$ cat config.mk
export PLATFORM = sky130hd
export DESIGN_NAME = wm_block_fetch_seq
export DESIGN_NICKNAME = d
export VERILOG_FILES = /design/src/rtl/wm_pkg.sv /design/src/rtl/wm_blk_walker.sv /design/src/rtl/wm_block_fetch_seq.sv
export SDC_FILE = /design/constraint.sdc
export NUM_CORES = 1
export LEC_CHECK = 0
export CORE_ASPECT_RATIO = 1.1
export CORE_MARGIN = 2
export CORE_UTILIZATION = 48
export CTS_BUF_LIST = sky130_fd_sc_hd__clkbuf_8
export DETAILED_ROUTE_END_ITERATION = 7
export PLACE_DENSITY = 0.64
export SYNTH_ARGS = -nofsm -noshare
export SYNTH_HDL_FRONTEND = slang
export SYNTH_SLANG_ARGS = --single-unit
$ cat constraint.sdc
create_clock -name clk -period 6.05 [get_ports clk]
set_input_delay 1.21 -clock clk [delete_from_list [all_inputs] [get_ports clk]]
set_output_delay 1.21 -clock clk [all_outputs]
set_load 0.01 [all_outputs]
$ cat src/rtl/wm_pkg.sv
// Shared types and defaults for the watermark block-fetch sequencer.
package wm_pkg;

    localparam int WM_ADDR_W = 21;
    localparam int WM_DIM_W  = 10;
    localparam int WM_BLK_W  = 7;
    localparam int WM_CNT_W  = 14;

    localparam logic WM_MODE_SEQ = 1'b0;
    localparam logic WM_MODE_ILV = 1'b1;

    typedef enum logic [2:0] {
        ST_IDLE  = 3'd0,
        ST_CHECK = 3'd1,
        ST_FETCH = 3'd2,
        ST_DONE  = 3'd3,
        ST_ERR   = 3'd4
    } wm_state_e;

endpackage

$ cat src/rtl/wm_blk_walker.sv
// Block/pixel position walker: holds r/c/br/bc and running offset pointers
// for the next beat to be issued; pure adds, no multiplier.
module wm_blk_walker
    import wm_pkg::*;
#(
    parameter int ADDR_W = WM_ADDR_W,
    parameter int DIM_W  = WM_DIM_W,
    parameter int BLK_W  = WM_BLK_W
) (
    input  logic              clk,
    input  logic              rst,
    input  logic              init,
    input  logic              step,
    input  logic              mode,
    input  logic [DIM_W-1:0]  np,
    input  logic [BLK_W-1:0]  m,
    input  logic [DIM_W-1:0]  bpr,
    output logic [ADDR_W-1:0] off,
    output logic              is_wm,
    output logic              last_blk,
    output logic              last_img
);

    logic [BLK_W-1:0]  r_q, r_d, c_q, c_d;
    logic [DIM_W-1:0]  br_q, br_d, bc_q, bc_d;
    logic              wm_q, wm_d;
    logic [ADDR_W-1:0] ptr_q, ptr_d, row_q, row_d, blk_q, blk_d;
    logic [ADDR_W-1:0] np_ext, m_ext;
    logic              pix_last, col_last, row_last;

    assign np_ext   = ADDR_W'(np);
    assign m_ext    = ADDR_W'(m);
    assign pix_last = (r_q == (m - BLK_W'(1))) && (c_q == (m - BLK_W'(1)));
    assign col_last = (bc_q == (bpr - DIM_W'(1)));
    assign row_last = (br_q == (bpr - DIM_W'(1)));
    assign off      = ptr_q;
    assign is_wm    = wm_q;
    assign last_blk = wm_q & pix_last;
    assign last_img = wm_q & pix_last & col_last & row_last;

    // Next position: phase switch, in-block pixel step, or block step
    always_comb begin
        r_d   = r_q;
        c_d   = c_q;
        br_d  = br_q;
        bc_d  = bc_q;
        wm_d  = wm_q;
        ptr_d = ptr_q;
        row_d = row_q;
        blk_d = blk_q;
        if (init) begin
            r_d   = '0;
            c_d   = '0;
            br_d  = '0;
            bc_d  = '0;
            wm_d  = 1'b0;
            ptr_d = '0;
            row_d = '0;
            blk_d = '0;
        end else if (step) begin
            if (!wm_q && (mode == WM_MODE_ILV)) begin
                wm_d = 1'b1;
            end else if (!wm_q && pix_last) begin
                wm_d  = 1'b1;
                r_d   = '0;
                c_d   = '0;
                row_d = blk_q;
                ptr_d = blk_q;
            end else if (wm_q && pix_last) begin
                wm_d = 1'b0;
                r_d  = '0;
                c_d  = '0;
                if (!col_last) begin
                    bc_d  = bc_q + DIM_W'(1);
                    blk_d = blk_q + m_ext;
                    row_d = blk_q + m_ext;
                    ptr_d = blk_q + m_ext;
                end else begin
                    // last row start of the rightmost block + M is the next block-row origin
                    bc_d  = '0;
                    br_d  = br_q + DIM_W'(1);
                    blk_d = row_q + m_ext;
                    row_d = row_q + m_ext;
                    ptr_d = row_q + m_ext;
                end
            end else begin
                if (mode == WM_MODE_ILV) begin
                    wm_d = 1'b0;
                end else begin
                    wm_d = wm_q;
                end
                if (c_q != (m - BLK_W'(1))) begin
                    c_d   = c_q + BLK_W'(1);
                    ptr_d = ptr_q + ADDR_W'(1);
                end else begin
                    c_d   = '0;
                    r_d   = r_q + BLK_W'(1);
                    row_d = row_q + np_ext;
                    ptr_d = row_q + np_ext;
                end
            end
        end else begin
            ptr_d = ptr_q;
        end
    end

    // Position and pointer registers
    always_ff @(posedge clk) begin
        if (rst) begin
            r_q   <= '0;
            c_q   <= '0;
            br_q  <= '0;
            bc_q  <= '0;
            wm_q  <= 1'b0;
            ptr_q <= '0;
            row_q <= '0;
            blk_q <= '0;
        end else begin
            r_q   <= r_d;
            c_q   <= c_d;
            br_q  <= br_d;
            bc_q  <= bc_d;
            wm_q  <= wm_d;
            ptr_q <= ptr_d;
            row_q <= row_d;
            blk_q <= blk_d;
        end
    end

endmodule

$ cat src/rtl/wm_block_fetch_seq.sv
// Read-address sequencer for primary/watermark block pairs: configuration
// check by repeated subtraction, then one registered address per handshake.
module wm_block_fetch_seq
    import wm_pkg::*;
#(
    parameter int ADDR_W = WM_ADDR_W,
    parameter int DIM_W  = WM_DIM_W,
    parameter int BLK_W  = WM_BLK_W,
    parameter int CNT_W  = WM_CNT_W
) (
    input  logic              clk,
    input  logic              rst,
    input  logic              start,
    input  logic              abort,
    input  logic [DIM_W-1:0]  cfg_np,
    input  logic [BLK_W-1:0]  cfg_m,
    input  logic [ADDR_W-1:0] cfg_prim_base,
    input  logic [ADDR_W-1:0] cfg_wm_base,
    input  logic              cfg_mode,
    output logic [ADDR_W-1:0] rd_addr,
    output logic              rd_valid,
    input  logic              rd_ready,
    output logic              rd_is_wm,
    output logic              rd_last_blk,
    output logic              rd_last_img,
    output logic [CNT_W-1:0]  blk_idx,
    output logic              busy,
    output logic              done,
    output logic              cfg_err
);

    wm_state_e         state_q, state_d;
    logic [DIM_W-1:0]  np_q, np_d, acc_q, acc_d, bpr_q, bpr_d;
    logic [BLK_W-1:0]  m_q, m_d;
    logic [ADDR_W-1:0] pb_q, pb_d, wb_q, wb_d;
    logic              mode_q, mode_d;
    logic [ADDR_W-1:0] rd_addr_q, rd_addr_d;
    logic              rd_valid_q, rd_valid_d, rd_is_wm_q, rd_is_wm_d;
    logic              rd_last_blk_q, rd_last_blk_d, rd_last_img_q, rd_last_img_d;
    logic [CNT_W-1:0]  blk_idx_q, blk_idx_d;
    logic              busy_q, busy_d, done_q, done_d, cfg_err_q, cfg_err_d;
    logic              walk_init, load_beat, cfg_bad;
    logic [ADDR_W-1:0] walk_off, beat_addr;
    logic              walk_is_wm, walk_last_blk, walk_last_img;

    wm_blk_walker #(
        .ADDR_W (ADDR_W),
        .DIM_W  (DIM_W),
        .BLK_W  (BLK_W)
    ) u_walker (
        .clk      (clk),
        .rst      (rst),
        .init     (walk_init),
        .step     (load_beat),
        .mode     (mode_q),
        .np       (np_q),
        .m        (m_q),
        .bpr      (bpr_q),
        .off      (walk_off),
        .is_wm    (walk_is_wm),
        .last_blk (walk_last_blk),
        .last_img (walk_last_img)
    );

    // FSM next state, configuration check and output-register next values
    always_comb begin
        state_d       = state_q;
        np_d          = np_q;
        m_d           = m_q;
        pb_d          = pb_q;
        wb_d          = wb_q;
        mode_d        = mode_q;
        acc_d         = acc_q;
        bpr_d         = bpr_q;
        rd_addr_d     = rd_addr_q;
        rd_valid_d    = rd_valid_q;
        rd_is_wm_d    = rd_is_wm_q;
        rd_last_blk_d = rd_last_blk_q;
        rd_last_img_d = rd_last_img_q;
        blk_idx_d     = blk_idx_q;
        done_d        = 1'b0;
        cfg_err_d     = 1'b0;
        walk_init     = 1'b0;
        load_beat     = 1'b0;
        cfg_bad       = (m_q == BLK_W'(0)) || (np_q == DIM_W'(0)) || (DIM_W'(m_q) > np_q);
        beat_addr     = (walk_is_wm ? wb_q : pb_q) + walk_off;
        if (abort) begin
            state_d    = ST_IDLE;
            rd_valid_d = 1'b0;
        end else begin
            case (state_q)
                ST_IDLE: begin
                    if (start) begin
                        np_d      = cfg_np;
                        m_d       = cfg_m;
                        pb_d      = cfg_prim_base;
                        wb_d      = cfg_wm_base;
                        mode_d    = cfg_mode;
                        acc_d     = cfg_np;
                        bpr_d     = DIM_W'(0);
                        blk_idx_d = CNT_W'(0);
                        walk_init = 1'b1;
                        state_d   = ST_CHECK;
                    end else begin
                        state_d = ST_IDLE;
                    end
                end
                ST_CHECK: begin
                    if (cfg_bad) begin
                        state_d   = ST_ERR;
                        cfg_err_d = 1'b1;
                    end else if (acc_q == DIM_W'(m_q)) begin
                        bpr_d      = bpr_q + DIM_W'(1);
                        state_d    = ST_FETCH;
                        rd_valid_d = 1'b1;
                        load_beat  = 1'b1;
                    end else if (acc_q < DIM_W'(m_q)) begin
                        state_d   = ST_ERR;
                        cfg_err_d = 1'b1;
                    end else begin
                        acc_d = acc_q - DIM_W'(m_q);
                        bpr_d = bpr_q + DIM_W'(1);
                    end
                end
                ST_FETCH: begin
                    if (rd_ready) begin
                        if (rd_last_blk_q) begin
                            blk_idx_d = blk_idx_q + CNT_W'(1);
                        end else begin
                            blk_idx_d = blk_idx_q;
                        end
                        if (rd_last_img_q) begin
                            state_d    = ST_DONE;
                            rd_valid_d = 1'b0;
                            done_d     = 1'b1;
                        end else begin
                            load_beat = 1'b1;
                        end
                    end else begin
                        rd_valid_d = rd_valid_q;
                    end
                end
                ST_DONE: state_d = ST_IDLE;
                ST_ERR:  state_d = ST_IDLE;
                default: state_d = ST_IDLE;
            endcase
        end
        if (load_beat) begin
            rd_addr_d     = beat_addr;
            rd_is_wm_d    = walk_is_wm;
            rd_last_blk_d = walk_last_blk;
            rd_last_img_d = walk_last_img;
        end else begin
            rd_addr_d = rd_addr_q;
        end
        busy_d = (state_d == ST_CHECK) || (state_d == ST_FETCH);
    end

    // State, latched configuration and registered outputs
    always_ff @(posedge clk) begin
        if (rst) begin
            state_q       <= ST_IDLE;
            np_q          <= '0;
            m_q           <= '0;
            pb_q          <= '0;
            wb_q          <= '0;
            mode_q        <= WM_MODE_SEQ;
            acc_q         <= '0;
            bpr_q         <= '0;
            rd_addr_q     <= '0;
            rd_valid_q    <= 1'b0;
            rd_is_wm_q    <= 1'b0;
            rd_last_blk_q <= 1'b0;
            rd_last_img_q <= 1'b0;
            blk_idx_q     <= '0;
            busy_q        <= 1'b0;
            done_q        <= 1'b0;
            cfg_err_q     <= 1'b0;
        end else begin
            state_q       <= state_d;
            np_q          <= np_d;
            m_q           <= m_d;
            pb_q          <= pb_d;
            wb_q          <= wb_d;
            mode_q        <= mode_d;
            acc_q         <= acc_d;
            bpr_q         <= bpr_d;
            rd_addr_q     <= rd_addr_d;
            rd_valid_q    <= rd_valid_d;
            rd_is_wm_q    <= rd_is_wm_d;
            rd_last_blk_q <= rd_last_blk_d;
            rd_last_img_q <= rd_last_img_d;
            blk_idx_q     <= blk_idx_d;
            busy_q        <= busy_d;
            done_q        <= done_d;
            cfg_err_q     <= cfg_err_d;
        end
    end

    assign rd_addr     = rd_addr_q;
    assign rd_valid    = rd_valid_q;
    assign rd_is_wm    = rd_is_wm_q;
    assign rd_last_blk = rd_last_blk_q;
    assign rd_last_img = rd_last_img_q;
    assign blk_idx     = blk_idx_q;
    assign busy        = busy_q;
    assign done        = done_q;
    assign cfg_err     = cfg_err_q;

endmodule
==> out/summary.json, run 1 <==
{
  "path_delay_family": {"value": "simple AND/OR/NAND/NOR gates"},
  "vias": {"value": 13000},
  "post-synth-top-area-cell": {"value": "sky130_fd_sc_hd__dfxtp_1"},
  "path_cells": {"value": "inv_1, ha_1, nor3b_4, nand3_1, xnor2_1, nand4_2, or2_1, nand2_1, nand2_1, ha_1, fa_1, a21o_1, a21oi_1, o21bai_1, and2_1, nand2b_1, mux2i_1, xnor2_1, a211oi_1, a21oi_1, a21oi_1"},
  "clockBufferDepth": {"value": 3},
  "synth_edf_count": {"value": 0},
  "type_of_element_capturing_the_critical_path": {"value": "flop"},
  "drv.max_cap_violation_count": {"value": 0},
  "largest_fanout_on_the_critical_path": {"value": 11},
  "dieHeight": {"value": 182, "unit": "um"},
  "share_of_synthesized_flip_flops_with_an_asynchronous_set_or_reset": {"value": 0},
  "synth_seq_cells": {"value": 223},
  "gp_congestion": {"value": 0.941},
  "io-pin-count": {"value": 107},
  "worst_setup_hold_path_clk_slew": {"value": 60, "unit": "ps"},
  "coreArea": {"value": 28500, "unit": "um2"},
  "number_of_rows_in_the_core_area": {"value": 65},
  "viasPerCell": {"value": 5.70},
  "critPathArrivalTime": {"value": 5560, "unit": "ps"},
  "critical_path.slowest_cell": {"value": "sky130_fd_sc_hd__a211oi_1"},
  "grt_first_pass_wirelength": {"value": 63200, "unit": "um"},
  "cts_repair_resize_count": {"value": 0},
  "maximum_number_of_pins_on_one_net_before_global_route_repair": {"value": 89},
  "synth_top_cell_area_share": {"value": 0.321},
  "post_synth_instance_area": {"value": 13900, "unit": "um2"},
  "detail-route-antenna-nets": {"value": 0},
  "drt_iter0_markers": {"value": 953},
  "number_of_distinct_standard_cells_referenced_by_the_synthesized_netlist": {"value": 78},
  "timing.final.setup_violations": {"value": 0},
  "n_antenna_cell": {"value": 0},
  "min_path_type": {"value": "flop to flop"},
  "insertion_delay": {"value": 550, "unit": "ps"},
  "synth_sequential_area_ratio": {"value": 0.321},
  "final-max-slew-violation-count": {"value": 0},
  "crit_type": {"value": "flop to flop"},
  "detailed_place_hpwl": {"value": 27500, "unit": "um"},
  "worst_ir_drop_vdd": {"value": 156, "unit": "uV"},
  "synth_top_cells_by_area": {"value": "sky130_fd_sc_hd__dfxtp_1, sky130_fd_sc_hd__nand2_1, sky130_fd_sc_hd__a21oi_1, sky130_fd_sc_hd__xnor2_1, sky130_fd_sc_hd__ha_1"},
  "cts.sink_count": {"value": 223},
  "groute.usage.overall": {"value": 0.249},
  "timing_hold_violations_final": {"value": 0},
  "worst_clock_skew": {"value": 31.1, "unit": "ps"},
  "synthesis.area_per_instance": {"value": 7.60, "unit": "um2"},
  "dieArea": {"value": 30300, "unit": "um2"},
  "power.density_cell_area": {"value": 203, "unit": "nW/um2"},
  "drt_pre_antenna_iters": {"value": 5},
  "holdWs": {"value": 451, "unit": "ps"},
  "startpoint_class_of_the_critical_path": {"value": "flop"},
  "h-tree-depth": {"value": 2},
  "synthMostInstantiatedCell": {"value": "sky130_fd_sc_hd__nand2_1"},
  "path_common_cell": {"value": "sky130_fd_sc_hd__a21oi_1"},
  "timing.max_slew.rel_slack": {"value": 0.375},
  "area_growth": {"value": 14.3, "unit": "%"},
  "synth_fp_nets": {"value": 1957},
  "timing.setup.tns": {"value": 0, "unit": "ps"},
  "final_period_minus_worst_setup_slack": {"value": 5100, "unit": "ps"},
  "drive_above_1_share": {"value": 0.0660},
  "postCtsSetupBuffers": {"value": 0},
  "timing.critical_path.slowest_cell_delay": {"value": 430, "unit": "ps"},
  "die_w": {"value": 166, "unit": "um"},
  "timing.fmax": {"value": 196, "unit": "MHz"},
  "ctsHoldBuffers": {"value": 0},
  "dominantRegCellSynth": {"value": "sky130_fd_sc_hd__dfxtp_1"},
  "detail_route.drc_violations": {"value": 0},
  "min_period_over_period": {"value": 0.843},
  "p_leak": {"value": 5.94, "unit": "nW"},
  "layout.nets": {"value": 2013},
  "number_of_warning_messages_in_the_yosys_log": {"value": 0},
  "first_global_vias": {"value": 12400},
  "grt_setup_unrepaired": {"value": "no"},
  "timing.critical_path.required": {"value": 6510, "unit": "ps"},
  "cts_root_buf": {"value": "sky130_fd_sc_hd__clkbuf_8"},
  "post_synthesis_cells": {"value": 1828},
  "synth_top_cells_by_count": {"value": "sky130_fd_sc_hd__nand2_1, sky130_fd_sc_hd__dfxtp_1, sky130_fd_sc_hd__a21oi_1, sky130_fd_sc_hd__nor2_1, sky130_fd_sc_hd__xnor2_1"},
  "floorplan.initialDensity": {"value": 0.487},
  "worst_pin_slew": {"value": 938, "unit": "ps"},
  "finalWirelength": {"value": 38600, "unit": "um"},
  "critical_path.n_buffers_inverters": {"value": 1},
  "routed_length_per_instance": {"value": 17.0, "unit": "um"},
  "clock_tree_from_tritoncts": {"value": "done"},
  "io_buffer_count": {"value": 106},
  "gr_ovfl_total": {"value": 0},
  "numCtsBuffers": {"value": 39},
  "outcome": {"value": "finished clean"},
  "initial_antenna_violation_count": {"value": 0}
}
-- report_power, final --
group	switching, mW	internal, mW	total [mW]	leakage (nW)
Combinational	0.206	0.157	0.363	3.71
Sequential	0.0280	1.50	1.52	1.80
Clock	0.629	0.714	1.34	0.423
Total	0.863	2.37	3.23	5.94
-- sequential cells by signal, summed over array words and instances (netlist names), 7 cells and up --
name and flops:
u_walker.off 21, u_walker.br_q 10, u_walker.bc_q 10, blk_idx 14
u_walker.blk_q 21, pb_q 21, bpr_q 10, wb_q 21
u_walker.r_q 7, m_q 7, rd_addr 21, u_walker.c_q 7
acc_q 10, u_walker.row_q 21, np_q 10
-- final timing paths --
kind	startpoint	end	slack, ps	cells after the start
max	bpr_q[0]	u_walker.off[10]	950	21
min	pb_q[15]	pb_q[15]	450	2
max reg2reg	bpr_q[0]	u_walker.off[10]	950	21
min reg2reg	pb_q[15]	pb_q[15]	450	2
-- per-layer routing --
metal  up-vias  GRT usage  routed length [um]
li1       6518          -                   -
met1      6015      0.332               18000
met2       384      0.417               17600
met3        63     0.0380                2070
met4         0     0.0769                 930
met5         -          0                   0
-- logic make-up after synthesis --
logic type                 Yosys count  share of synthesized area
AOI/OAI and AO/OA                  442                      0.192
xor gates and xnor gates           162                      0.104
adders and majority gates           64                     0.0598
buffers and inverters              152                     0.0439
DFF                                223                      0.321
muxes                               40                     0.0309
and+or+nand+nor                    745                      0.248
-- worst register-to-register path: stages (launching register included) --
cell and delay [ps]:
sky130_fd_sc_hd__dfxtp_1 410, sky130_fd_sc_hd__inv_1 150, sky130_fd_sc_hd__ha_1 220, sky130_fd_sc_hd__nor3b_4 390, sky130_fd_sc_hd__nand3_1 210, sky130_fd_sc_hd__xnor2_1 250, sky130_fd_sc_hd__nand4_2 210, sky130_fd_sc_hd__or2_1 390
sky130_fd_sc_hd__nand2_1 110, sky130_fd_sc_hd__nand2_1 60, sky130_fd_sc_hd__ha_1 200, sky130_fd_sc_hd__fa_1 410, sky130_fd_sc_hd__a21o_1 180, sky130_fd_sc_hd__a21oi_1 290, sky130_fd_sc_hd__o21bai_1 130, sky130_fd_sc_hd__and2_1 310
sky130_fd_sc_hd__nand2b_1 150, sky130_fd_sc_hd__mux2i_1 90, sky130_fd_sc_hd__xnor2_1 160, sky130_fd_sc_hd__a211oi_1 430, sky130_fd_sc_hd__a21oi_1 90, sky130_fd_sc_hd__a21oi_1 180
-- layout by cell type, fill, tap and decap left out, types with 6 or more instances in the layout --
| cell | netlist | final |
|---|---|---|
| sky130_fd_sc_hd__a211oi_1 | 38 | 38 |
| sky130_fd_sc_hd__inv_1 | 39 | 49 |
| sky130_fd_sc_hd__o21ai_0 | 81 | 81 |
| sky130_fd_sc_hd__dfxtp_1 | 223 | 222 |
| sky130_fd_sc_hd__clkdlybuf4s50_1 | 0 | 105 |
| sky130_fd_sc_hd__mux2i_1 | 17 | 17 |
| sky130_fd_sc_hd__or3_1 | 12 | 12 |
| sky130_fd_sc_hd__o31ai_1 | 6 | 6 |
| sky130_fd_sc_hd__xnor2_1 | 86 | 86 |
| sky130_fd_sc_hd__nand4_1 | 36 | 36 |
| sky130_fd_sc_hd__nand2b_1 | 12 | 12 |
| sky130_fd_sc_hd__o21ai_1 | 8 | 8 |
| sky130_fd_sc_hd__a21oi_1 | 191 | 190 |
| sky130_fd_sc_hd__nand3_1 | 58 | 58 |
| sky130_fd_sc_hd__a22oi_1 | 8 | 8 |
| sky130_fd_sc_hd__buf_4 | 1 | 21 |
| sky130_fd_sc_hd__o21bai_1 | 6 | 6 |
| sky130_fd_sc_hd__mux2_2 | 23 | 23 |
| sky130_fd_sc_hd__a21o_1 | 15 | 15 |
| sky130_fd_sc_hd__clkbuf_8 | 0 | 48 |
| sky130_fd_sc_hd__nor4_1 | 12 | 12 |
| sky130_fd_sc_hd__and3_1 | 27 | 27 |
| sky130_fd_sc_hd__and4_1 | 8 | 8 |
| sky130_fd_sc_hd__nor2b_1 | 10 | 10 |
| sky130_fd_sc_hd__a31oi_1 | 14 | 14 |
| sky130_fd_sc_hd__ha_1 | 60 | 60 |
| sky130_fd_sc_hd__and2_1 | 9 | 9 |
| sky130_fd_sc_hd__nor2_1 | 176 | 171 |
| sky130_fd_sc_hd__xor2_1 | 74 | 74 |
| sky130_fd_sc_hd__nor3_1 | 44 | 44 |
| sky130_fd_sc_hd__nand2_1 | 311 | 309 |
| sky130_fd_sc_hd__o21a_1 | 11 | 11 |
| sky130_fd_sc_hd__o211ai_1 | 16 | 16 |
-- metrics by stage --
stage                     cell area, um2   util  instances  setup slack (ps)  power [mW]
final                              15900  0.556       2276               951        3.23
after detailed placement           15100  0.530       2211              1070        1.92
after floorplan                    13900      -       1828              1260        1.80
after CTS                          15900  0.556       2276              1030        3.26
after global placement             15100  0.530       2211              1280        1.91
after global routing               15900  0.556       2276               636        3.37
-- layout make-up --
class	instances	area, um2
tap	368	460
timing repair buffer	126	1210
multi-input combinational	1453	8850
clock buffer	48	661
inverter	41	154
clock inverter	17	78.8
fill	2721	12700
sequential	223	4470
Note: power is estimated with default switching activity, not from simulation.
==> run 2, diff against run 1 <==
- clock period: 6.05 -> 4.95 ns (I/O delays scaled with it)
==> run 2 against run 1 <==
Die area did not move. Utilization rose by 0.80 points. Routed wire length rose by 1.3%. Cell count rose by 0.83%. Hold slack barely moved. Final area rose by 1.4%. Global-route usage rose by 0.15 points. Critical path type unchanged. Largest cell class unchanged. Largest power group unchanged.
==> out/summary.json, run 2 (same netlist as run 1, synthesis figures left out) <==
{
  "outcome": {"value": "finished clean"},
  "initial_antenna_violation_count": {"value": 0},
  "worst_setup_hold_path_clk_slew": {"value": 60, "unit": "ps"},
  "worstRegToRegCells": {"value": 20},
  "floorplan.initialDensity": {"value": 0.487},
  "drive_above_1_share": {"value": 0.0799},
  "groute.usage.overall": {"value": 0.251},
  "final_period_minus_worst_setup_slack": {"value": 4640, "unit": "ps"},
  "most_used_cells_in_the_layout_excluding_fill_and_tap_cells": {"value": "sky130_fd_sc_hd__nand2_1, sky130_fd_sc_hd__dfxtp_1, sky130_fd_sc_hd__a21oi_1"},
  "io-pin-count": {"value": 107},
  "dieHeight": {"value": 182, "unit": "um"},
  "detailed_place_hpwl": {"value": 27500, "unit": "um"},
  "power.share.combinational": {"value": 0.111},
  "insertion_delay": {"value": 560, "unit": "ps"},
  "worst_pin_slew": {"value": 913, "unit": "ps"},
  "holdWs": {"value": 451, "unit": "ps"},
  "io_buffer_count": {"value": 106},
  "start_point_of_the_critical_path": {"value": "bpr_q[0]"},
  "power.share.sequential": {"value": 0.456},
  "layout.filler_cells": {"value": 2708},
  "coreArea": {"value": 28500, "unit": "um2"},
  "power.density_cell_area": {"value": 254, "unit": "nW/um2"},
  "report.power.total": {"value": 4.09, "unit": "mW"},
  "layout.cells.most_common": {"value": "sky130_fd_sc_hd__nand2_1"},
  "final_cells": {"value": 2295},
  "largest_fanout_on_the_critical_path": {"value": 11},
  "source_of_the_worst_register_to_register_timing_path": {"value": "bpr_q[0]"},
  "number_of_rows_in_the_core_area": {"value": 65},
  "part_of_the_total_power_dissipated_in_the_clock_network": {"value": 0.433},
  "timing.fmax": {"value": 216, "unit": "MHz"},
  "detail_route.drc_violations": {"value": 0},
  "grt_first_pass_wirelength": {"value": 63200, "unit": "um"},
  "timing.max_slew.rel_slack": {"value": 0.391},
  "place_inst": {"value": 2220},
  "gr_ovfl_total": {"value": 0},
  "area_growth": {"value": 16.0, "unit": "%"},
  "startpoint_class_of_the_critical_path": {"value": "flop"},
  "worst_reg2reg_endpoint": {"value": "u_walker.off[20]"},
  "vias": {"value": 13100},
  "n_antenna_cell": {"value": 0},
  "drt_pre_antenna_iters": {"value": 7},
  "timing.setup.tns": {"value": 0, "unit": "ps"},
  "routed_length_per_instance": {"value": 17.0, "unit": "um"},
  "cts.sink_count": {"value": 223},
  "critical_path.n_buffers_inverters": {"value": 1},
  "first_global_vias": {"value": 12300},
  "cts_root_buf": {"value": "sky130_fd_sc_hd__clkbuf_8"},
  "min_path_type": {"value": "flop to flop"},
  "dieArea": {"value": 30300, "unit": "um2"},
  "gp_congestion": {"value": 0.922},
  "reg2reg_slack": {"value": 310, "unit": "ps"},
  "timing.final.setup_violations": {"value": 0},
  "internal_pwr_total": {"value": 2.99, "unit": "mW"},
  "drv.max_cap_violation_count": {"value": 0},
  "critPathArrivalTime": {"value": 5060, "unit": "ps"},
  "clockBufferDepth": {"value": 3},
  "crit_type": {"value": "flop to flop"},
  "min_period_over_period": {"value": 0.937},
  "ctsHoldBuffers": {"value": 0},
  "worstSetupPathDepth": {"value": 20},
  "detail-route-antenna-nets": {"value": 0},
  "worst_ir_drop_vdd": {"value": 233, "unit": "uV"},
  "maximum_number_of_pins_on_one_net_before_global_route_repair": {"value": 65},
  "clock_tree_from_tritoncts": {"value": "done"},
  "numCtsBuffers": {"value": 41},
  "timing.critical_path.required": {"value": 5380, "unit": "ps"},
  "viasPerCell": {"value": 5.70},
  "h-tree-depth": {"value": 2},
  "power_switching_share": {"value": 0.267},
  "grt_setup_unrepaired": {"value": "no"},
  "timing_hold_violations_final": {"value": 0},
  "critical_path.slowest_cell": {"value": "sky130_fd_sc_hd__or4_1"},
  "final-max-slew-violation-count": {"value": 0},
  "drt_iter0_markers": {"value": 1040},
  "path_delay_family": {"value": "simple AND/OR/NAND/NOR gates"},
  "path_cells": {"value": "buf_4, or4_1, nor2_1, a31oi_1, nand4_2, nor2_2, nand2_1, nand2_1, ha_1, fa_1, a21o_1, a21oi_2, o21bai_1, and2_1, nand4_1, xor2_1, mux2i_1, mux2_2, a31oi_1, o22ai_1"},
  "type_of_element_capturing_the_critical_path": {"value": "flop"},
  "layout.nets": {"value": 2028},
  "worstSetupEndpoint": {"value": "u_walker.off[20]"},
  "worst_clock_skew": {"value": 21.1, "unit": "ps"},
  "p_leak": {"value": 6.06, "unit": "nW"},
  "switchingPower": {"value": 1.09, "unit": "mW"},
  "finalWirelength": {"value": 39100, "unit": "um"},
  "timing.critical_path.slowest_cell_delay": {"value": 610, "unit": "ps"},
  "die_w": {"value": 166, "unit": "um"}
}
-- run 2: changes by cell type in the layout (fill, tap and decap cells not counted), moves of 2 or more --
cell	before	now
sky130_fd_sc_hd__a221oi_2	1	3
sky130_fd_sc_hd__clkinv_2	5	8
sky130_fd_sc_hd__a221oi_1	2	0
sky130_fd_sc_hd__clkbuf_8	48	50
sky130_fd_sc_hd__buf_4	21	33
-- run 2: final cells by class --
| cell class | count | area [um2] | share of cell area |
|---|---|---|---|
| Tap cell | 368 | 460 | 0.0286 |
| Timing Repair Buffer | 139 | 1320 | 0.0819 |
| Clock buffer | 50 | 688 | 0.0427 |
| Clock inverter | 21 | 120 | 0.00746 |
| Multi-Input combinational cell | 1453 | 8900 | 0.553 |
| Inverter | 41 | 154 | 0.00955 |
| Sequential cell | 223 | 4470 | 0.277 |
-- run 2: metrics by stage --
step,instance area [um2],worst slack (ps),util
after detailed placement,15200,227,0.533
after floorplan,13900,158,-
after global placement,15200,350,0.533
after global routing,16100,49.6,0.564
after CTS,16000,166,0.561
final,16100,312,0.564
-- run 2: worst min-delay path by stage --
stage,start,endpoint,cells past startpoint
global route,wb_q[7],wb_q[7],2
global placement,wb_q[11],wb_q[11],2
detailed placement,pb_q[16],pb_q[16],2
finish,wb_q[18],wb_q[18],2
CTS,pb_q[16],pb_q[16],2
floorplan,wb_q[0],wb_q[0],2
-- run 2: timing repair --
| action | in CTS | in global routing |
|---|---|---|
| buffers inserted | 0 | 4 |
| gates resized for setup | 0 | 10 |
| setup endpoints to repair | 0 | 24 |
-- run 2: worst register-to-register path: stages (launching register included) --
cell and delay, ps:
sky130_fd_sc_hd__dfxtp_1 310, sky130_fd_sc_hd__buf_4 170, sky130_fd_sc_hd__or4_1 610, sky130_fd_sc_hd__nor2_1 320
sky130_fd_sc_hd__a31oi_1 180, sky130_fd_sc_hd__nand4_2 210, sky130_fd_sc_hd__nor2_2 110, sky130_fd_sc_hd__nand2_1 100
sky130_fd_sc_hd__nand2_1 70, sky130_fd_sc_hd__ha_1 210, sky130_fd_sc_hd__fa_1 410, sky130_fd_sc_hd__a21o_1 190
sky130_fd_sc_hd__a21oi_2 200, sky130_fd_sc_hd__o21bai_1 120, sky130_fd_sc_hd__and2_1 300, sky130_fd_sc_hd__nand4_1 170
sky130_fd_sc_hd__xor2_1 160, sky130_fd_sc_hd__mux2i_1 100, sky130_fd_sc_hd__mux2_2 300, sky130_fd_sc_hd__a31oi_1 180
sky130_fd_sc_hd__o22ai_1 100
-- run 2: power groups by stage --
stage / combinational (mW) / clock [mW] / sequential (mW)
3_3_place_gp: 0.439 / 0 / 1.90
5_1_grt: 0.506 / 1.88 / 1.87
2_1_floorplan: 0.312 / 0 / 1.89
3_5_place_dp: 0.444 / 0 / 1.90
4_1_cts: 0.447 / 1.81 / 1.86
6_report: 0.455 / 1.77 / 1.86
-- run 2: layer usage --
layer / track usage / share of wire / vias up
met5: 0 / 0 / -
met4: 0.0776 / 0.025 / 0
met3: 0.0382 / 0.058 / 77
met2: 0.424 / 0.46 / 408
met1: 0.330 / 0.46 / 6061
li1: - / - / 6545
